**config.mk**
```make
export PLATFORM = sky130hd
export DESIGN_NAME = fetch_redirect_unit
export DESIGN_NICKNAME = d
export VERILOG_FILES = /design/src/rtl/fetch_redirect_unit.sv
export SDC_FILE = /design/constraint.sdc
export NUM_CORES = 1
export LEC_CHECK = 0
export CORE_ASPECT_RATIO = 2
export CORE_MARGIN = 2
export CORE_UTILIZATION = 48
export DETAILED_ROUTE_END_ITERATION = 10
export PLACE_DENSITY = 0.88
export SYNTH_ARGS = -nofsm -noshare
export SYNTH_HDL_FRONTEND = slang
export SYNTH_SLANG_ARGS = --single-unit
```
**constraint.sdc**
```tcl
create_clock -name clk -period 3.48 [get_ports clk]
set_clock_uncertainty 0.05 [all_clocks]
set_input_delay 0.348 -clock clk [delete_from_list [all_inputs] [get_ports clk]]
set_output_delay 0.348 -clock clk [all_outputs]
set_load 0.02 [all_outputs]
```
**src/rtl/fetch_redirect_unit.sv**
```systemverilog
// Instruction-fetch sequencer: owns the PC and IF/ID register, applies decode redirects and stalls.
// Optional performance counters are enabled by defining FETCH_PERF_CNT_EN.
module fetch_redirect_unit #(
  parameter int unsigned         PC_WIDTH  = 64,
  parameter logic [PC_WIDTH-1:0] RESET_PC  = '0,
  parameter logic [31:0]         NOP_INSTR = 32'h0000_0013
) (
  input  logic                clk,
  input  logic                rst,
  input  logic                stall_id,
  input  logic                branch,
  input  logic                branch_taken,
  input  logic                jump,
  input  logic                IF_flush,
  input  logic [PC_WIDTH-1:0] branch_target,
  input  logic [PC_WIDTH-1:0] jump_target,
  input  logic [31:0]         imem_instr,
  output logic [PC_WIDTH-1:0] pc,
  output logic [PC_WIDTH-1:0] if_id_pc,
  output logic [31:0]         if_id_instr,
  output logic                if_id_valid,
  output logic                redirect_err,
  output logic                misaligned
`ifdef FETCH_PERF_CNT_EN
  ,
  output logic [31:0]         perf_fetch_cnt,
  output logic [31:0]         perf_flush_cnt,
  output logic [31:0]         perf_stall_cnt
`endif
);

  localparam int unsigned INSTR_W = 32;
  localparam int unsigned CNT_W   = 32;

  localparam logic [1:0] S_INIT   = 2'd0;
  localparam logic [1:0] S_RUN    = 2'd1;
  localparam logic [1:0] S_BUBBLE = 2'd2;
  localparam logic [1:0] S_STALL  = 2'd3;

  logic [1:0]          state_q, state_d;
  logic [PC_WIDTH-1:0] pc_q, pc_d;
  logic [PC_WIDTH-1:0] if_id_pc_q, if_id_pc_d;
  logic [INSTR_W-1:0]  if_id_instr_q, if_id_instr_d;
  logic                if_id_valid_q, if_id_valid_d;
  logic                redirect_err_q, redirect_err_d;
  logic                misaligned_q, misaligned_d;

  logic                fetch_ev_c;
  logic                flush_ev_c;
  logic                stall_ev_c;
  logic [PC_WIDTH-1:0] sel_target_c;
  logic                legal_redirect_c;

  // Jump wins target selection; an unjustified flush still falls back to branch_target.
  assign sel_target_c     = jump ? jump_target : branch_target;
  assign legal_redirect_c = jump | (branch & branch_taken);

  // State register and registered outputs
  always_ff @(posedge clk) begin
    if (rst) begin
      state_q        <= S_INIT;
      pc_q           <= RESET_PC;
      if_id_pc_q     <= '0;
      if_id_instr_q  <= NOP_INSTR;
      if_id_valid_q  <= 1'b0;
      redirect_err_q <= 1'b0;
      misaligned_q   <= 1'b0;
    end else begin
      state_q        <= state_d;
      pc_q           <= pc_d;
      if_id_pc_q     <= if_id_pc_d;
      if_id_instr_q  <= if_id_instr_d;
      if_id_valid_q  <= if_id_valid_d;
      redirect_err_q <= redirect_err_d;
      misaligned_q   <= misaligned_d;
    end
  end

  // Next-state: stall beats flush beats sequential advance
  always_comb begin
    state_d        = state_q;
    pc_d           = pc_q;
    if_id_pc_d     = if_id_pc_q;
    if_id_instr_d  = if_id_instr_q;
    if_id_valid_d  = if_id_valid_q;
    redirect_err_d = 1'b0;
    misaligned_d   = 1'b0;
    fetch_ev_c     = 1'b0;
    flush_ev_c     = 1'b0;
    stall_ev_c     = 1'b0;

    case (state_q)
      S_INIT: begin
        state_d = S_RUN;
      end
      default: begin
        if (stall_id) begin
          // A stalled decode decision is not final; decode re-presents it later.
          state_d    = S_STALL;
          stall_ev_c = 1'b1;
        end else if (IF_flush) begin
          state_d        = S_BUBBLE;
          pc_d           = {sel_target_c[PC_WIDTH-1:2], 2'b00};
          if_id_pc_d     = pc_q;
          if_id_instr_d  = NOP_INSTR;
          if_id_valid_d  = 1'b0;
          misaligned_d   = |sel_target_c[1:0];
          redirect_err_d = ~legal_redirect_c;
          flush_ev_c     = 1'b1;
        end else begin
          state_d       = S_RUN;
          pc_d          = pc_q + PC_WIDTH'(4);
          if_id_pc_d    = pc_q;
          if_id_instr_d = imem_instr;
          if_id_valid_d = 1'b1;
          fetch_ev_c    = 1'b1;
        end
      end
    endcase
  end

  assign pc           = pc_q;
  assign if_id_pc     = if_id_pc_q;
  assign if_id_instr  = if_id_instr_q;
  assign if_id_valid  = if_id_valid_q;
  assign redirect_err = redirect_err_q;
  assign misaligned   = misaligned_q;

`ifdef FETCH_PERF_CNT_EN
  logic [CNT_W-1:0] fetch_cnt_q, flush_cnt_q, stall_cnt_q;

  // Saturating event counters
  always_ff @(posedge clk) begin
    if (rst) begin
      fetch_cnt_q <= '0;
      flush_cnt_q <= '0;
      stall_cnt_q <= '0;
    end else begin
      if (fetch_ev_c && (fetch_cnt_q != '1)) fetch_cnt_q <= fetch_cnt_q + CNT_W'(1);
      if (flush_ev_c && (flush_cnt_q != '1)) flush_cnt_q <= flush_cnt_q + CNT_W'(1);
      if (stall_ev_c && (stall_cnt_q != '1)) stall_cnt_q <= stall_cnt_q + CNT_W'(1);
    end
  end

  assign perf_fetch_cnt = fetch_cnt_q;
  assign perf_flush_cnt = flush_cnt_q;
  assign perf_stall_cnt = stall_cnt_q;
`else
  logic unused_ev_c;
  assign unused_ev_c = fetch_ev_c ^ flush_ev_c ^ stall_ev_c ^ (CNT_W == 0);
`endif

endmodule

```
Word-level counts from Yosys, hierarchy flattened:

Index checks and enable logic that the tools add are counted.
Widths: inputs -> output; s select.

* flip-flop bits (word level): 165
* bits of input ports: 167
* output and inout bits: 163
* logic and storage cells: 27

* add/sub/neg operators: 1
* muxes and demuxes: 7
* bitwise operators: 6
* reduce and logical (&&, ||, !) cells: 5

Operators by type and width (count)
* $mux 64: 2
* $add 64x3->64 const B: 1
* $mux 32: 1
* $mux 2: 2
* $not 1->1: 4
* $reduce_or 2->1: 2
* $reduce_or 4->1: 1
* $logic_not 2->1: 1
* $mux 1: 2
* $reduce_and 2->1: 1
* $and 1x1->1: 1
* $or 1x1->1: 1

Depth between registers and ports, before layout:

* depth in word-level cells: 3
* depth in mapped cells: 8
* gate-level depth less buffers: 6

Worst setup path after synthesis:

Ideal clock, no wire load.

* kind: flip-flop to flip-flop
* from: register pc_q[29] (netlist: pc[29])
* to: register pc_q[48] (netlist: pc[48])
* setup time: 0.122 ns
* arrival time: 2.290 ns
* required time: 3.308 ns
* setup slack: 1.018 ns
* cell stages (with the launch flop): 7
* path buffers: 1
* clock period less this slack: 2.462 ns
* cell sequence: dfxtp_1 -> clkbuf_2 -> nand4_1 -> or4_1 -> nor4_1 -> mux2_2 -> a221o_1

* longest elaborated chain between the ends: 2

Ends and longest elaborated chain
* start: declaration: line 41 `logic [PC_WIDTH-1:0] pc_q, pc_d;`
* start signal: assignment: line 70 `pc_q <= pc_d;`
* $add 64x3->64: line 112 `pc_d = pc_q + PC_WIDTH'(4);`
* $mux 64: line 101 `end else if (IF_flush) begin`

Every way passes these cells.
A chain may end at the register's enable or synchronous reset.

Worst setup path after layout:

Ends and elaborated chain as after synthesis.

==> Flow_metrics.wiki <==
{| class="wikitable"
! Metric !! Value
|-
| Final-report max-slew violation count || 0
|-
| Final Cell Area || 12600 um2
|-
| Number of H-tree branching levels || 4
|-
| Horiz. Die Dim || 99.3 um
|-
| Max-cap violation count || 0
|-
| IR drop worst, VDD || 0.000322 V
|-
| Post-synth design cell area || 8720 um2
|-
| Share of the core filled with cells || 70.9%
|-
| # setup viols final || 0
|-
| Gates resized, CTS repair || 0
|-
| Synth Warn # || 0
|-
| Outcome || finished, final reports clean
|-
| Share of async-settable or async-resettable flops after synthesis || 0%
|-
| Critical path data required time || 3.75 ns
|-
| Post-layout min period || 2.87 ns
|-
| Slowest-stage cell, CP || or4_1
|-
| Number of port buffers || 325
|-
| Synth-to-layout area growth || 44.7%
|-
| Number of post-CTS setup repair buffers || 0
|-
| Detailed Route Iter0 Violations || 602
|-
| Wire length of the first global-routing pass || 53.6 mm
|-
| Clk sink count || 161
|-
| Count of state elements after synthesis || 161
|-
| Detailed-route via count || 10000
|-
| Commonest cells after routing, fill and taps aside || clkdlybuf4s50_1 (322), nand2_1 (172), dfxtp_1 (161)
|-
| Core ar. || 17800 um2
|-
| Gr ovfl total || 0
|-
| Number of antenna-violating nets in the routed design || 0
|-
| Start of the worst register-to-register path || pc[29]
|-
| Largest cells by area after synthesis || dfxtp_1 (37%), a21oi_1 (8.8%), nand2_1 (7.4%)
|-
| Least-Margin Pin Slew || 0.900 ns
|-
| Top cell type's share of synthesized area || 37.0%
|-
| Register-to-register setup slack || 0.61 ns
|-
| Highest fanout seen on the critical path || 11
|-
| Netlist cell types || 71
|-
| Cell area power density || 388 nW/um2
|-
| Number of optimization iterations in the first detailed-route pass || 7
|-
| Final antenna diode count || 0
|-
| Hold-critical path depth || 2
|-
| Via count of the first global-routing pass || 9971
|-
| Synth Area per Inst || 7.69 um2
|-
| Drc violations || 0
|-
| Cell type with the largest total area after synthesis || dfxtp_1
|-
| Fraction of final layout cells with drive strength greater than 1 || 6.51%
|-
| Final RePlAce weighted congestion || 1.03
|-
| Arrival @ worst endpoint || 3.14 ns
|-
| Clock-pin transition on the worst setup and hold timing paths || 0.06 ns
|-
| Final WL || 34.8 mm
|-
| Post-detail-place hpwl || 25.2 mm
|-
| Commonest non-fill, non-tap cell in the layout || clkdlybuf4s50_1
|-
| Max-Slew Margin vs Limit || 40.0%
|-
| Final critical-path share of the clock period || 82.5%
|-
| Clock Tree Root || clkbuf_16
|-
| Number of antenna violations at the first check in global routing || 0
|-
| Largest net degree at the start of global routing || 95
|-
| Hold Worst Slack || 0.291 ns
|-
| Total clock buffers created by CTS || 17
|-
| Row cnt || 69
|-
| Initial core utilization || 49.0%
|-
| Cell area reported after detailed placement || 12000 um2
|-
| Post-synth EDFFs || 0
|-
| Launching instance or port of the critical path || pc[29]
|-
| Number of cells produced by synthesis || 1133
|-
| Peak clock frequency supported by timing || 0.348 GHz
|-
| Final hold violations || 0
|-
| End of the critical path || pc[48]
|-
| Reg2reg end || pc[48]
|-
| Startpoint kind of the worst setup timing path || flip-flop
|-
| Average via count per standard cell || 6.17
|-
| Count of boundary I/O pins || 330
|-
| Worst Hold Class || input port to flip-flop
|-
| Hold-fix buffers, CTS || 0
|-
| Max clock buf depth || 2
|-
| Post-layout power || 4.89 mW
|-
| Flip-flop cell with the highest count after synthesis || dfxtp_1
|-
| TritonCTS clock tree || done
|-
| Type of element capturing the critical path || flip-flop
|-
| Maximum cell stage delay along the critical path || 0.73 ns
|-
| Number of cells traversed by the worst register-to-register path || 5
|-
| Gr usage total || 35.1%
|-
| Average detailed-routed wire length per instance || 21.4 um
|-
| Category of the critical setup timing path || flip-flop to flip-flop
|-
| Floorplan die height || 195 um
|-
| DIE AREA || 19300 um2
|-
| Critical path, cell by cell || nand4_1, or4_1, nor4_1, mux2_2, a221o_1
|-
| Portion of the post-synthesis area used by sequential elements || 37.0%
|-
| Final net count || 1571
|-
| Setup repair after global routing missed its margin || false
|-
| Static leakage || 4.47 nW
|-
| Clock latency reported for the late side of the worst-skew pair || 0.43 ns
|-
| Post-Route Setup TNS || 0 ns
|}
-- state kept, by name (all words and copies together) (netlist names) --
signal and flops:
redirect_err 1, if_id_instr 32, if_id_valid 1, state_q 2, if_id_pc 62, pc 62, misaligned 1
-- power by group --
group	switching (mW)	total [mW]	internal, mW	leakage [nW]
Combinational	0.469	0.901	0.431	2.88
Sequential	0.0991	2.02	1.92	1.31
Clock	0.765	1.97	1.21	0.288
Total	1.33	4.89	3.56	4.47
-- Yosys cell counts (17+ instances only) --
| library cell | number |
|---|---|
| a21oi_1 | 153 |
| o21ai_0 | 38 |
| clkbuf_1 | 63 |
| nor2_1 | 84 |
| mux2i_1 | 53 |
| nand4_1 | 29 |
| nor3_1 | 44 |
| nand2_1 | 172 |
| nor4_1 | 22 |
| dfxtp_1 | 161 |
| and3_1 | 41 |
| nand3_1 | 41 |
| a31oi_1 | 17 |
-- cell families after synthesis --
| kind of cell | after synthesis | share of synthesized area (%) |
|---|---|---|
| compound gates | 293 | 20.4 |
| fa+ha+maj | 1 | 0.144 |
| buf+inv | 116 | 6.00 |
| flops | 161 | 37.0 |
| mux | 65 | 7.64 |
| other cells | 1 | 0.0430 |
| simple gates | 496 | 28.8 |
-- worst min path at each step --
stage | slack, ns | startpoint | endpoint
after detailed placement | 0.40 | if_id_pc[44] | if_id_pc[44]
after CTS | 0.28 | rst | if_id_pc[36]
final | 0.29 | rst | pc[29]
after global placement | 0.39 | if_id_pc[55] | if_id_pc[55]
after floorplan | 0.40 | branch_taken | redirect_err
after global routing | 0.30 | rst | if_id_pc[46]
-- cell type report --
class,count,area (um2)
inverter,12,45.0
clock buffer,20,447
clock inverter,10,161
tap,213,267
fill,1381,5170
sequential,161,3220
multi-input combinational,859,5000
timing repair buffer,352,3470
-- per-layer routing --
layer	vias to the layer above	GRT usage, %	wire length, um
met2	550	62.2	18200
met5	-	0	0
li1	4663	-	-
met3	135	6.51	2280
met4	0	24.2	2550
met1	4683	36.4	11800
-- through the flow --
| step | worst slack [ns] | instances |
|---|---|---|
| 2_1_floorplan | 1.02 | 1136 |
| 3_3_place_gp | 0.702 | 1597 |
| 3_5_place_dp | 0.690 | 1597 |
| 4_1_cts | 0.688 | 1627 |
| 5_1_grt | 0.531 | 1627 |
| 6_report | 0.609 | 1627 |
-- worst max-delay path: cells and delay by family, from the launching register on --
family	cells	cell delay, ns
AO/OA/AOI/OAI	1	0.28
flip-flops	1	0.56
multiplexers	1	0.39
AND/OR/NAND/NOR	3	1.48
No activity file was read; power rests on OpenSTA's default activity.
